### src/rtl/serial2parallel_if.sv
// Byte-stream in / 65-bit word out handshake bundle for serial2parallel.
interface serial2parallel_if;
   logic        pull_in;
   logic [7:0]  data_i;
   logic        sign_in;
   logic        last_in;
   logic        ready_i;
   logic        clr_err;
   logic [64:0] data_o65;
   logic        valid_o;
   logic        busy;
   logic        frame_err;
   logic        overrun;

   modport master (
      output pull_in, data_i, sign_in, last_in, ready_i, clr_err,
      input  data_o65, valid_o, busy, frame_err, overrun
   );

   modport slave (
      input  pull_in, data_i, sign_in, last_in, ready_i, clr_err,
      output data_o65, valid_o, busy, frame_err, overrun
   );
endinterface

### src/rtl/serial2parallel.sv
// Assembles an 8-byte LSB-first stream plus sign bit into a 65-bit word with a
// single-slot valid/ready output and sticky framing-error detection.
//
// state | meaning
// IDLE  | waiting for pull_in (byte 0)
// RECV  | receiving bytes 1..7, cnt = index of current byte
module serial2parallel (
   input  logic clk,
   input  logic rst_n,
   serial2parallel_if.slave bus
);
   typedef enum logic {IDLE, RECV} state_t;

   state_t      state;
   logic [2:0]  cnt;
   logic [64:0] asm_q;
   logic [64:0] data_q;
   logic        valid_q;
   logic        err_q;
   logic        ovr_q;

   logic [64:0] word_done;
   logic        slot_free;

   // Byte 7 goes straight into the output word; it is never held in asm_q.
   assign word_done = {asm_q[64], bus.data_i, asm_q[55:0]};
   assign slot_free = !valid_q || bus.ready_i;

   always_ff @(posedge clk or negedge rst_n) begin
      if (!rst_n) begin
         state   <= IDLE;
         cnt     <= 3'd0;
         asm_q   <= '0;
         data_q  <= '0;
         valid_q <= 1'b0;
         err_q   <= 1'b0;
         ovr_q   <= 1'b0;
      end else begin
         ovr_q <= 1'b0;
         if (valid_q && bus.ready_i)
            valid_q <= 1'b0;
         // A new error later in this block overrides the clear.
         if (bus.clr_err)
            err_q <= 1'b0;

         case (state)
            IDLE: begin
               if (bus.pull_in) begin
                  asm_q <= {bus.sign_in, 56'd0, bus.data_i};
                  cnt   <= 3'd1;
                  state <= RECV;
               end else if (bus.last_in) begin
                  err_q <= 1'b1;
               end
            end
            RECV: begin
               if (bus.pull_in) begin
                  err_q <= 1'b1;
                  asm_q <= {bus.sign_in, 56'd0, bus.data_i};
                  cnt   <= 3'd1;
               end else if (cnt == 3'd7) begin
                  cnt   <= 3'd0;
                  state <= IDLE;
                  if (bus.last_in) begin
                     if (slot_free) begin
                        data_q  <= word_done;
                        valid_q <= 1'b1;
                     end else begin
                        ovr_q <= 1'b1;
                     end
                  end else begin
                     err_q <= 1'b1;
                  end
               end else if (bus.last_in) begin
                  err_q <= 1'b1;
                  cnt   <= 3'd0;
                  state <= IDLE;
               end else begin
                  asm_q[{cnt, 3'b000} +: 8] <= bus.data_i;
                  cnt <= cnt + 3'd1;
               end
            end
            default: state <= IDLE;
         endcase
      end
   end

   assign bus.data_o65  = data_q;
   assign bus.valid_o   = valid_q;
   assign bus.busy      = (state == RECV);
   assign bus.frame_err = err_q;
   assign bus.overrun   = ovr_q;
endmodule
### src/flat_wrapper.sv
// flat-port wrapper written by rule: the top's interface ports become plain ports
module serial2parallel_flat 
  (clk, rst_n, bus_pull_in, bus_data_i, bus_sign_in, bus_last_in, bus_ready_i, bus_clr_err, bus_data_o65, bus_valid_o, bus_busy, bus_frame_err, bus_overrun);
  serial2parallel_if bus_i ();
  input  logic clk;
  input  logic rst_n;
  input wire logic [$bits(bus_i.pull_in)-1:0] bus_pull_in;
  input wire logic [$bits(bus_i.data_i)-1:0] bus_data_i;
  input wire logic [$bits(bus_i.sign_in)-1:0] bus_sign_in;
  input wire logic [$bits(bus_i.last_in)-1:0] bus_last_in;
  input wire logic [$bits(bus_i.ready_i)-1:0] bus_ready_i;
  input wire logic [$bits(bus_i.clr_err)-1:0] bus_clr_err;
  output wire logic [$bits(bus_i.data_o65)-1:0] bus_data_o65;
  output wire logic [$bits(bus_i.valid_o)-1:0] bus_valid_o;
  output wire logic [$bits(bus_i.busy)-1:0] bus_busy;
  output wire logic [$bits(bus_i.frame_err)-1:0] bus_frame_err;
  output wire logic [$bits(bus_i.overrun)-1:0] bus_overrun;
  assign bus_i.pull_in = bus_pull_in;
  assign bus_i.data_i = bus_data_i;
  assign bus_i.sign_in = bus_sign_in;
  assign bus_i.last_in = bus_last_in;
  assign bus_i.ready_i = bus_ready_i;
  assign bus_i.clr_err = bus_clr_err;
  assign bus_data_o65 = bus_i.data_o65;
  assign bus_valid_o = bus_i.valid_o;
  assign bus_busy = bus_i.busy;
  assign bus_frame_err = bus_i.frame_err;
  assign bus_overrun = bus_i.overrun;
  serial2parallel u_core (.clk(clk), .rst_n(rst_n), .bus(bus_i));
endmodule
### config.mk
export PLATFORM = sky130hd
export DESIGN_NAME = serial2parallel_flat
export DESIGN_NICKNAME = d
export VERILOG_FILES = /design/src/rtl/serial2parallel_if.sv /design/src/rtl/serial2parallel.sv /design/src/flat_wrapper.sv
export SDC_FILE = /design/constraint.sdc
export NUM_CORES = 1
export LEC_CHECK = 0
export BUFFER_PORTS_ARGS = -buffer_cell sky130_fd_sc_hd__clkbuf_2
export CAP_MARGIN = 10
export CORE_MARGIN = 3
export CORE_UTILIZATION = 30
export CTS_CLUSTER_SIZE = 24
export DETAILED_ROUTE_END_ITERATION = 8
export GPL_TIMING_DRIVEN = 0
export SYNTH_ARGS = -nofsm -noshare
export SYNTH_HDL_FRONTEND = slang
export SYNTH_SLANG_ARGS = --single-unit
### constraint.sdc
create_clock -name clk -period 2.34 [get_ports clk]
set_input_delay 0.702 -clock clk [delete_from_list [all_inputs] [get_ports clk]]
set_output_delay 0.702 -clock clk [all_outputs]
set_load 0.01 [all_outputs]
==> impl_metrics.py, run 1 <==
metrics = {
    "worst_setup_path": {
        "rrSetupSlack_ns": 0.04,
        "crit_slowest_cell": "or4b_4",
        "r2r-start": "u_core.cnt[1]$_DFFE_PN0P_",
        "cp_max_fo": 8,
        "cpPeakStageDelay_ns": 0.56,
        "crit_top_cell": "or4b_4",
        "reg2reg_to": "u_core.asm_q[33]$_DFFE_PN0P_",
        "cp-end-kind": "register",
        "cp.required_ns": 2.61,
        "worstPathArrival_ns": 2.57,
        "crit_chain": "ha_2, ha_4, or4b_4, buf_8, or4b_4, nand2_1, a21oi_1",
        "critPathKind": "register to register",
        "cp-start-kind": "register",
        "r2r_cells": 7,
    },
    "cts": {
        "cts_tree": "built",
        "htreeDepth": 4,
        "cts_sinks": 129,
        "clk_pin_slew_ns": 0.06,
        "clockRootBuffer": "clkbuf_16",
        "cts_made_buffers": 17,
        "clk_latency_ns": 0.41,
        "holdBufCountCts": 0,
        "cts_buffer_depth": 2,
    },
    "global_route": {
        "grt_overflow_total": 0,
        "grt_max_degree": 68,
        "antenna_found_initial": 0,
        "grt_pass1_wl_mm": 19.2,
        "grt_pass1_vias": 3478,
        "grt_use_total_pct": 13.7,
    },
    "sta": {
        "slew-limit-headroom_pct": 47.1,
        "rsz0062_at_grt": "true",
        "fin_skew_ns": 0.00660,
        "layout_worst_path_cycle_share_pct": 98.3,
        "final_hold_viol_count": 0,
        "setup_violations": 0,
        "slew_violations": 0,
        "post-route-min-period_ns": 2.30,
        "setup_slack_ns": 0.0401,
        "max_slew.worst_pin.slew_ns": 0.790,
        "max_freq_ghz": 0.435,
    },
    "final_layout": {
        "fillCellCount": 1585,
        "fin_area_um2": 6800,
        "final_nets": 504,
        "final_cells": 717,
        "layout_common_cells": "dfrtp_1 (129), clkbuf_2 (81), mux2_2 (73), nor2_1 (44), mux2i_1 (40)",
        "diodes": 0,
        "syn2layout_area_growth_pct": 31.3,
        "mostFrequentLayoutCell": "dfrtp_1",
        "layout-drive-gt1-share_pct": 47.1,
    },
    "run": {
        "max_cap_viol_count": 0,
    },
    "detailed_routing": {
        "initialDrtViolationCount": 199,
        "finalWirelength_mm": 12.3,
        "drc": 0,
        "vias": 3303,
        "ant_nets": 0,
        "via_per_inst": 4.61,
        "wl_per_cell_um": 17.1,
        "dr.pass1.iters": 4,
    },
    "synthesis": {
        "ys_warn_count": 0,
        "syn_area_um2": 5180,
        "synth-seq-cells": 129,
        "ys_dominant_reg_cell": "dfrtp_1",
        "synth-edff-count": 0,
        "synth.avg_cell_area_um2": 13.9,
        "yosysUniqueCellTypes": 30,
        "seq_area_frac_synth_pct": 62.3,
        "async_reset_ff_share_pct": 100,
        "syn_nets": 394,
        "synth_cells": 374,
    },
    "floorplanning": {
        "core_area_um2": 16800,
        "ioPinCount": 84,
        "dieArea_um2": 18900,
        "start_util_pct": 30.9,
        "fp.dieH_um": 137,
        "rows": 47,
        "die_w_um": 137,
    },
    "pwr": {
        "powerDensity_nw_per_um2": 808,
        "ir_worst_vdd_v": 0.000473,
        "leakagePower_nw": 3.34,
    },
    "placement": {
        "postPlaceCellArea_um2": 5910,
        "place_ws_ns": -0.354,
        "io_buffers": 82,
        "gp_congestion": 0.765,
        "dp.cells": 677,
        "hpwl_mm": 8.10,
    },
    "min_path": {
        "hold_class": "input pin to asynchronous set/reset pin",
    },
    "outcome": {
        "outcome": "completed",
    },
}
-- report_power, final --
| part | internal [W] | switching, W |
|---|---|---|
| logic | 0.000136 | 0.000212 |
| clock network | 0.00185 | 0.000996 |
| registers | 0.00228 | 0.0000252 |
-- metal layers --
| layer | vias to the layer above | wire, um | GRT usage, % |
|---|---|---|---|
| li1 | 1514 | - | - |
| met1 | 1693 | 5630 | 18.5 |
| met2 | 84 | 5870 | 21.2 |
| met3 | 12 | 633 | 3.80 |
| met4 | 0 | 132 | 4.82 |
| met5 | - | 0 | 0 |
-- final cells by class --
cell class	instances	area, um^2	share of cell area (%)
flip-flops and latches	129	3230	47.5
multi-input cells	219	1950	28.7
repair buffers	94	579	8.52
clock buffers	20	457	6.72
well taps	220	275	4.05
clock inverters	12	180	2.65
plain buffers	19	113	1.66
inverters	4	15.0	0.221
-- registers in the layout, summed over array words and instances (netlist names) --
signal                count
u_core.bus.data_o65      65
u_core.asm_q             57
u_core.cnt                3
u_core.bus.busy           1
u_core.bus.frame_err      1
u_core.bus.overrun        1
u_core.bus.valid_o        1
-- stage by stage --
step	total power, W	hold slack, ns	util (%)	TNS, ns
2_1_floorplan	0.00249	0.406	-	-0.00133
3_3_place_gp	0.00262	0.482	35.0	-199.84
3_5_place_dp	0.00264	0.487	35.3	-26.10
4_1_cts	0.00556	0.276	40.2	-0.111
5_1_grt	0.00571	0.289	40.6	-0.330
6_report	0.00549	0.273	40.6	0
-- worst max-delay path by stage --
stage / startpoint / endpoint / slack [ns] / cells past startpoint
6_report: u_core.cnt[1]$_DFFE_PN0P_ / u_core.asm_q[33]$_DFFE_PN0P_ / 0.04 / 7
5_1_grt: u_core.cnt[1]$_DFFE_PN0P_ / u_core.asm_q[64]$_DFFE_PN0P_ / -0.04 / 7
4_1_cts: u_core.cnt[0]$_DFFE_PN0P_ / u_core.asm_q[64]$_DFFE_PN0P_ / -0.05 / 7
3_5_place_dp: u_core.cnt[0]$_DFFE_PN0P_ / u_core.asm_q[2]$_DFFE_PN0P_ / -0.35 / 7
3_3_place_gp: rst_n / u_core.asm_q[10]$_DFFE_PN0P_ / -1.38 / 1
2_1_floorplan: u_core.cnt[0]$_DFFE_PN0P_ / u_core.asm_q[16]$_DFFE_PN0P_ / -0.0002 / 9
-- worst max-delay path: cells and delay by family (launching register included) --
kind	cells	cell delay [ns]
fa+ha+maj	2	0.39
simple gates	3	1.15
flops	1	0.41
buf+inv	1	0.15
compound gates	1	0.06
-- cells by family (layout without fill, tap and decap cells) --
| kind of cell | after synthesis | after routing | share of synthesized area (%) |
|---|---|---|---|
| fa+ha+maj | 5 | 5 | 1.21 |
| compound gates | 16 | 16 | 1.84 |
| mux | 115 | 115 | 24.0 |
| flops | 129 | 129 | 62.3 |
| buf+inv | 26 | 149 | 2.17 |
| simple gates | 83 | 83 | 8.43 |
-- Yosys cell counts, drive strengths merged, types with 2 or more instances --
cell    count  area, um^2
clkbuf     12        46.3
nand2       9        33.8
nand3      10        50.1
a21oi      12        60.1
mux2       75         845
or2         2        12.5
or4b        3        30.0
nand2b      3        18.8
nor2b       2        12.5
nor4        3        48.8
dfrtp     129        3230
inv         4        15.0
buf        10        51.3
ha          5        62.6
nor2       47         181
mux2i      40         400
-- timing repair --
item	4_1_cts	5_1_grt
setup buffers	8	3
setup endpoints to repair	107	83
gates resized for setup	20	17
pin swaps	6	9
Note: power is estimated with default switching activity, not from simulation.
==> inputs of run 2 (changes only) <==
--- a/config.mk
+++ b/config.mk
@@ -11,7 +11,7 @@
 export CORE_UTILIZATION = 30
 export CTS_CLUSTER_SIZE = 24
 export DETAILED_ROUTE_END_ITERATION = 8
-export GPL_TIMING_DRIVEN = 0
+export GPL_TIMING_DRIVEN = 1
 export SYNTH_ARGS = -nofsm -noshare
 export SYNTH_HDL_FRONTEND = slang
 export SYNTH_SLANG_ARGS = --single-unit
==> run 2 against run 1 <==
Via count down 0.48%. Final cell count is 0.98% lower. Clock skew rose by 0.0039 ns. Non-clock buffer count shrank 6. Register-to-register slack lost 0.03 ns. Worst setup slack got worse by 0.029 ns. Final area decreased by 0.98%. Highest routed layer unchanged. Largest power group unchanged. Wire length down 0.33%.
==> impl_metrics.py, run 2 (synthesized netlist as in run 1, its figures left out) <==
metrics = {
    "placement": {
        "postPlaceCellArea_um2": 6030,
        "dp.cells": 679,
        "gp_congestion": 0.751,
        "io_buffers": 83,
        "hpwl_mm": 7.93,
    },
    "global_route": {
        "grt_use_total_pct": 13.9,
        "grt_max_degree": 63,
        "grt_pass1_vias": 3403,
        "antenna_found_initial": 0,
        "grt_overflow_total": 0,
        "grt_pass1_wl_mm": 19.1,
    },
    "pwr": {
        "switching_share_pct": 21.5,
        "powerDensity_nw_per_um2": 813,
        "leakagePower_nw": 3.35,
        "internal_power_w": 0.00430,
        "ir_worst_vdd_v": 0.000499,
        "finalPower_w": 0.00547,
        "pwr-share-clk_pct": 51.7,
        "comb_power_share_pct": 6.1,
        "p_sw_w": 0.00118,
        "seqPwrFrac_pct": 42.1,
    },
    "cts": {
        "clk_pin_slew_ns": 0.06,
        "cts_tree": "built",
        "clk_latency_ns": 0.42,
        "cts_sinks": 129,
        "htreeDepth": 4,
        "clockRootBuffer": "clkbuf_16",
        "cts_buffer_depth": 2,
        "holdBufCountCts": 0,
        "cts_made_buffers": 17,
    },
    "floorplanning": {
        "rows": 47,
        "dieArea_um2": 18900,
        "ioPinCount": 84,
        "die_w_um": 137,
        "start_util_pct": 30.9,
        "fp.dieH_um": 137,
        "core_area_um2": 16800,
    },
    "detailed_routing": {
        "vias": 3287,
        "via_per_inst": 4.63,
        "ant_nets": 0,
        "wl_per_cell_um": 17.2,
        "initialDrtViolationCount": 73,
        "drc": 0,
        "dr.pass1.iters": 4,
        "finalWirelength_mm": 12.2,
    },
    "outcome": {
        "outcome": "completed",
    },
    "final_layout": {
        "largest_register_ff_count": 65,
        "syn2layout_area_growth_pct": 30.0,
        "fillCellCount": 1632,
        "multi_input_area_um2": 1910,
        "diodes": 0,
        "layout_common_cells": "dfrtp_1 (129), clkbuf_2 (82), mux2_2 (75), nor2_1 (44), mux2i_1 (40)",
        "layout-drive-gt1-share_pct": 47.3,
        "mostFrequentLayoutCell": "dfrtp_1",
        "fin_area_um2": 6730,
        "final_nets": 498,
        "final_cells": 710,
        "register_area_um2": 3230,
        "fin_util_pct": 40.2,
    },
    "sta": {
        "post-route-min-period_ns": 2.33,
        "fin_skew_ns": 0.0105,
        "setup_violations": 0,
        "max_slew.worst_pin.slew_ns": 0.765,
        "layout_worst_path_cycle_share_pct": 99.5,
        "final_hold_viol_count": 0,
        "slew-limit-headroom_pct": 48.8,
        "slew_violations": 0,
        "max_freq_ghz": 0.429,
        "rsz0062_at_grt": "true",
    },
    "worst_setup_path": {
        "cp_max_fo": 8,
        "critical_path.top_delay_family": "simple AND/OR/NAND/NOR gates",
        "cpPeakStageDelay_ns": 0.61,
        "crit_top_cell": "or4b_4",
        "cp-start-kind": "register",
        "crit_chain": "ha_2, ha_1, or4b_4, or4b_4, nand2_1, a21oi_1",
        "path_buf_inv": 0,
        "reg2reg_to": "u_core.asm_q[33]$_DFFE_PN0P_",
        "rrSetupSlack_ns": 0.01,
        "critPathKind": "register to register",
        "crit_slowest_cell": "or4b_4",
        "worstPathArrival_ns": 2.60,
        "r2r-start": "u_core.cnt[0]$_DFFE_PN0P_",
        "cp-end-kind": "register",
        "cp.required_ns": 2.61,
        "r2r_cells": 6,
    },
    "min_path": {
        "hold_class": "input pin to asynchronous set/reset pin",
    },
    "run": {
        "max_cap_viol_count": 0,
    },
}
-- run 2: cell count changes in the layout (fill, tap and decap cells not counted), sizes merged --
cell,change
clkbuf,-10
buf,+6
inv,-2
clkinv,-1
-- run 2: final cells by class --
class | count | share of cell area [%]
inverters | 4 | 0.223
repair buffers | 107 | 9.87
well taps | 220 | 4.09
multi-input cells | 219 | 28.4
clock buffers | 22 | 7.19
flip-flops and latches | 129 | 47.9
clock inverters | 9 | 2.29
-- run 2: power by group through the flow --
| stage | registers [W] | logic (W) | clock network, W |
|---|---|---|---|
| floorplan | 0.00234 | 0.000150 | 0 |
| global placement | 0.00234 | 0.000315 | 0 |
| detailed placement | 0.00234 | 0.000325 | 0 |
| CTS | 0.00230 | 0.000328 | 0.00290 |
| global route | 0.00231 | 0.000372 | 0.00302 |
| finish | 0.00230 | 0.000337 | 0.00283 |
-- run 2: per-stage QoR --
stage | hold slack [ns] | setup slack, ns | TNS, ns
CTS | 0.109 | 0.0151 | 0
detailed placement | 0.488 | -0.110 | -0.941
finish | 0.121 | 0.0112 | 0
global route | 0.108 | -0.0365 | -0.204
global placement | 0.485 | -0.0665 | -0.466
floorplan | 0.406 | -0.000167 | -0.00133
-- run 2: what timing repair did --
item	in CTS	in global routing
setup endpoints to repair	16	39
pin swaps	0	4
buffers inserted	0	1
resized for setup	2	12
-- run 2: per-layer routing --
layer / up-vias / share of wire (%) / wire (um) / global-route usage, %
li1: 1514 / - / - / -
met1: 1676 / 46 / 5620 / 18.2
met2: 85 / 48 / 5910 / 21.7
met3: 12 / 4.5 / 552 / 4.57
met4: 0 / 1.2 / 149 / 4.49
met5: - / 0 / 0 / 0
-- run 2: how the worst max path moves through the flow --
stage	from	to	cells past startpoint
after detailed placement	bus_last_in	u_core.asm_q[33]$_DFFE_PN0P_	5
after global placement	bus_last_in	u_core.asm_q[36]$_DFFE_PN0P_	5
final	u_core.cnt[0]$_DFFE_PN0P_	u_core.asm_q[33]$_DFFE_PN0P_	6
after global routing	u_core.cnt[0]$_DFFE_PN0P_	u_core.asm_q[33]$_DFFE_PN0P_	6
after floorplan	u_core.cnt[0]$_DFFE_PN0P_	u_core.asm_q[16]$_DFFE_PN0P_	9
after CTS	u_core.cnt[0]$_DFFE_PN0P_	u_core.asm_q[64]$_DFFE_PN0P_	6
==> inputs of run 3 (changes only) <==
--- a/config.mk
+++ b/config.mk
@@ -9,6 +9,7 @@
 export CAP_MARGIN = 10
 export CORE_MARGIN = 3
 export CORE_UTILIZATION = 30
+export CTS_BUF_LIST = sky130_fd_sc_hd__clkbuf_8
 export CTS_CLUSTER_SIZE = 24
 export DETAILED_ROUTE_END_ITERATION = 8
 export GPL_TIMING_DRIVEN = 1
==> run 3 against run 2 <==
Final cell count increased by 0.14%. Global-route usage decreased by 0.23 points. Sequential share of layout area increased by 1.4 points. Die area unchanged. Final area decreased by 2.8%. Critical path depth unchanged. Clock power decreased by 26%. Combinational power about the same. Via count decreased by 0.30%. Worst setup slack improved by 0.0037 ns. Highest routed layer unchanged.
==> impl_metrics.py, run 3 (synthesized netlist as in run 1, its figures left out) <==
metrics = {
    "worst_setup_path": {
        "crit_path_start": "u_core.cnt[0]$_DFFE_PN0P_",
        "cp-start-kind": "register",
        "r2r-start": "u_core.cnt[0]$_DFFE_PN0P_",
        "cp_max_fo": 8,
        "crit_chain": "ha_2, ha_1, or4b_4, or4b_4, nand2_1, a21oi_1",
        "reg2reg_to": "u_core.asm_q[32]$_DFFE_PN0P_",
        "rrSetupSlack_ns": 0.01,
        "crit_end": "u_core.asm_q[32]$_DFFE_PN0P_",
        "cp.required_ns": 2.62,
        "path_buf_inv": 0,
        "cpPeakStageDelay_ns": 0.60,
        "cp_num_cells": 6,
        "r2r_cells": 6,
        "critical_path.top_delay_family": "simple AND/OR/NAND/NOR gates",
        "crit_top_cell": "or4b_4",
        "critPathKind": "register to register",
        "worstPathArrival_ns": 2.60,
        "crit_slowest_cell": "or4b_4",
        "cp-end-kind": "register",
    },
    "sta": {
        "post-route-min-period_ns": 2.33,
        "totalNegativeSetupSlack_ns": 0,
        "slew_violations": 0,
        "max_slew.worst_pin.slew_ns": 0.801,
        "slew-limit-headroom_pct": 46.4,
        "setup_violations": 0,
        "layout_worst_path_cycle_share_pct": 99.4,
        "rsz0062_at_grt": "true",
        "max_freq_ghz": 0.430,
        "final_hold_viol_count": 0,
        "fin_skew_ns": 0.0158,
    },
    "detailed_routing": {
        "via_per_inst": 4.61,
        "drc": 0,
        "ant_nets": 0,
        "wl_per_cell_um": 17.0,
        "finalWirelength_mm": 12.1,
        "dr.pass1.iters": 4,
        "vias": 3277,
        "initialDrtViolationCount": 66,
    },
    "global_route": {
        "grt_overflow_total": 0,
        "antenna_found_initial": 0,
        "grt_pass1_wl_mm": 18.9,
        "grt_max_degree": 63,
        "grt_pass1_vias": 3374,
        "grt_use_total_pct": 13.6,
    },
    "cts": {
        "htreeDepth": 4,
        "clk_latency_ns": 0.44,
        "clockRootBuffer": "clkbuf_8",
        "cts_buffer_depth": 2,
        "cts_tree": "built",
        "cts_sinks": 129,
        "cts_made_buffers": 17,
        "clk_pin_slew_ns": 0.07,
    },
    "final_layout": {
        "fillCellCount": 1645,
        "layout-drive-gt1-share_pct": 47.3,
        "syn2layout_area_growth_pct": 26.3,
        "mostFrequentLayoutCell": "dfrtp_1",
        "layout_common_cells": "dfrtp_1 (129), clkbuf_2 (82), mux2_2 (75), nor2_1 (44), mux2i_1 (40)",
        "largest_register_ff_count": 65,
        "final_nets": 499,
        "diodes": 0,
        "final_cells": 711,
    },
    "pwr": {
        "seqPwrFrac_pct": 48.6,
        "ir_worst_vdd_v": 0.000422,
        "switching_share_pct": 22.5,
        "comb_power_share_pct": 7.1,
        "powerDensity_nw_per_um2": 724,
        "p_sw_w": 0.00107,
        "pwr-share-clk_pct": 44.3,
        "leakagePower_nw": 3.27,
        "internal_power_w": 0.00367,
    },
    "placement": {
        "gp_congestion": 0.751,
        "dp.cells": 679,
        "hpwl_mm": 7.93,
        "io_buffers": 83,
    },
    "floorplanning": {
        "core_area_um2": 16800,
        "ioPinCount": 84,
        "die_w_um": 137,
        "fp.dieH_um": 137,
        "dieArea_um2": 18900,
        "rows": 47,
        "start_util_pct": 30.9,
    },
    "min_path": {
        "hold_class": "input pin to asynchronous set/reset pin",
    },
    "run": {
        "max_cap_viol_count": 0,
    },
    "outcome": {
        "outcome": "completed",
    },
}
-- run 3: cell types whose count changed in the layout (fill, tap and decap cells not counted), sizes merged --
cell	before	now
inv	4	5
clkbuf	104	103
buf	25	26
-- run 3: layout make-up --
class	instances	area (um^2)	area share (%)
sequential	129	3230	49.3
tap	220	275	4.21
clock buffer	21	289	4.42
clock inverter	10	158	2.41
multi-input combinational	219	1910	29.1
timing repair buffer	108	672	10.3
inverter	4	15.0	0.229
-- run 3: worst min-delay path by stage --
stage | startpoint | to | slack (ns) | depth (start not counted)
after detailed placement | u_core.asm_q[51]$_DFFE_PN0P_ | u_core.bus.data_o65[51]$_DFFE_PN0P_ | 0.49 | 1
final | rst_n | u_core.bus.data_o65[32]$_DFFE_PN0P_ | 0.11 | 1
after global placement | u_core.asm_q[2]$_DFFE_PN0P_ | u_core.asm_q[2]$_DFFE_PN0P_ | 0.48 | 1
after floorplan | rst_n | u_core.asm_q[0]$_DFFE_PN0P_ | 0.41 | 0
after CTS | rst_n | u_core.asm_q[40]$_DFFE_PN0P_ | 0.07 | 1
after global routing | rst_n | u_core.bus.data_o65[32]$_DFFE_PN0P_ | 0.07 | 1
-- run 3: repair_timing --
item,4_1_cts,5_1_grt
pin swaps,0,4
buffers inserted,0,2
resized for setup,2,10
endpoints found under the setup margin,16,39
hold buffers,0,0
-- run 3: routing by layer --
metal  share of wire, %  track usage (%)
met3                5.0             4.24
met2                 49             21.8
met1                 45             17.9
met5                  0                0
met4                1.1             3.99
-- run 3: power groups by stage --
stage          Combinational, W  Clock [W]  Sequential (W)
6_report               0.000336    0.00210         0.00230
5_1_grt                0.000372    0.00229         0.00230
4_1_cts                0.000328    0.00217         0.00230
3_5_place_dp           0.000325          0         0.00234
3_3_place_gp           0.000315          0         0.00234
2_1_floorplan          0.000150          0         0.00234
-- run 3: metrics by stage --
step / setup slack [ns] / hold WS (ns) / instance area [um^2] / total power, W / utilization, %
6_report: 0.0149 / 0.107 / 6540 / 0.00474 / 39.0
5_1_grt: -0.0268 / 0.0699 / 6540 / 0.00497 / 39.0
4_1_cts: 0.0112 / 0.0688 / 6480 / 0.00480 / 38.7
3_5_place_dp: -0.110 / 0.488 / 6030 / 0.00267 / 36.0
3_3_place_gp: -0.0665 / 0.485 / 6030 / 0.00266 / 36.0
2_1_floorplan: -0.000167 / 0.406 / 5190 / 0.00249 / -
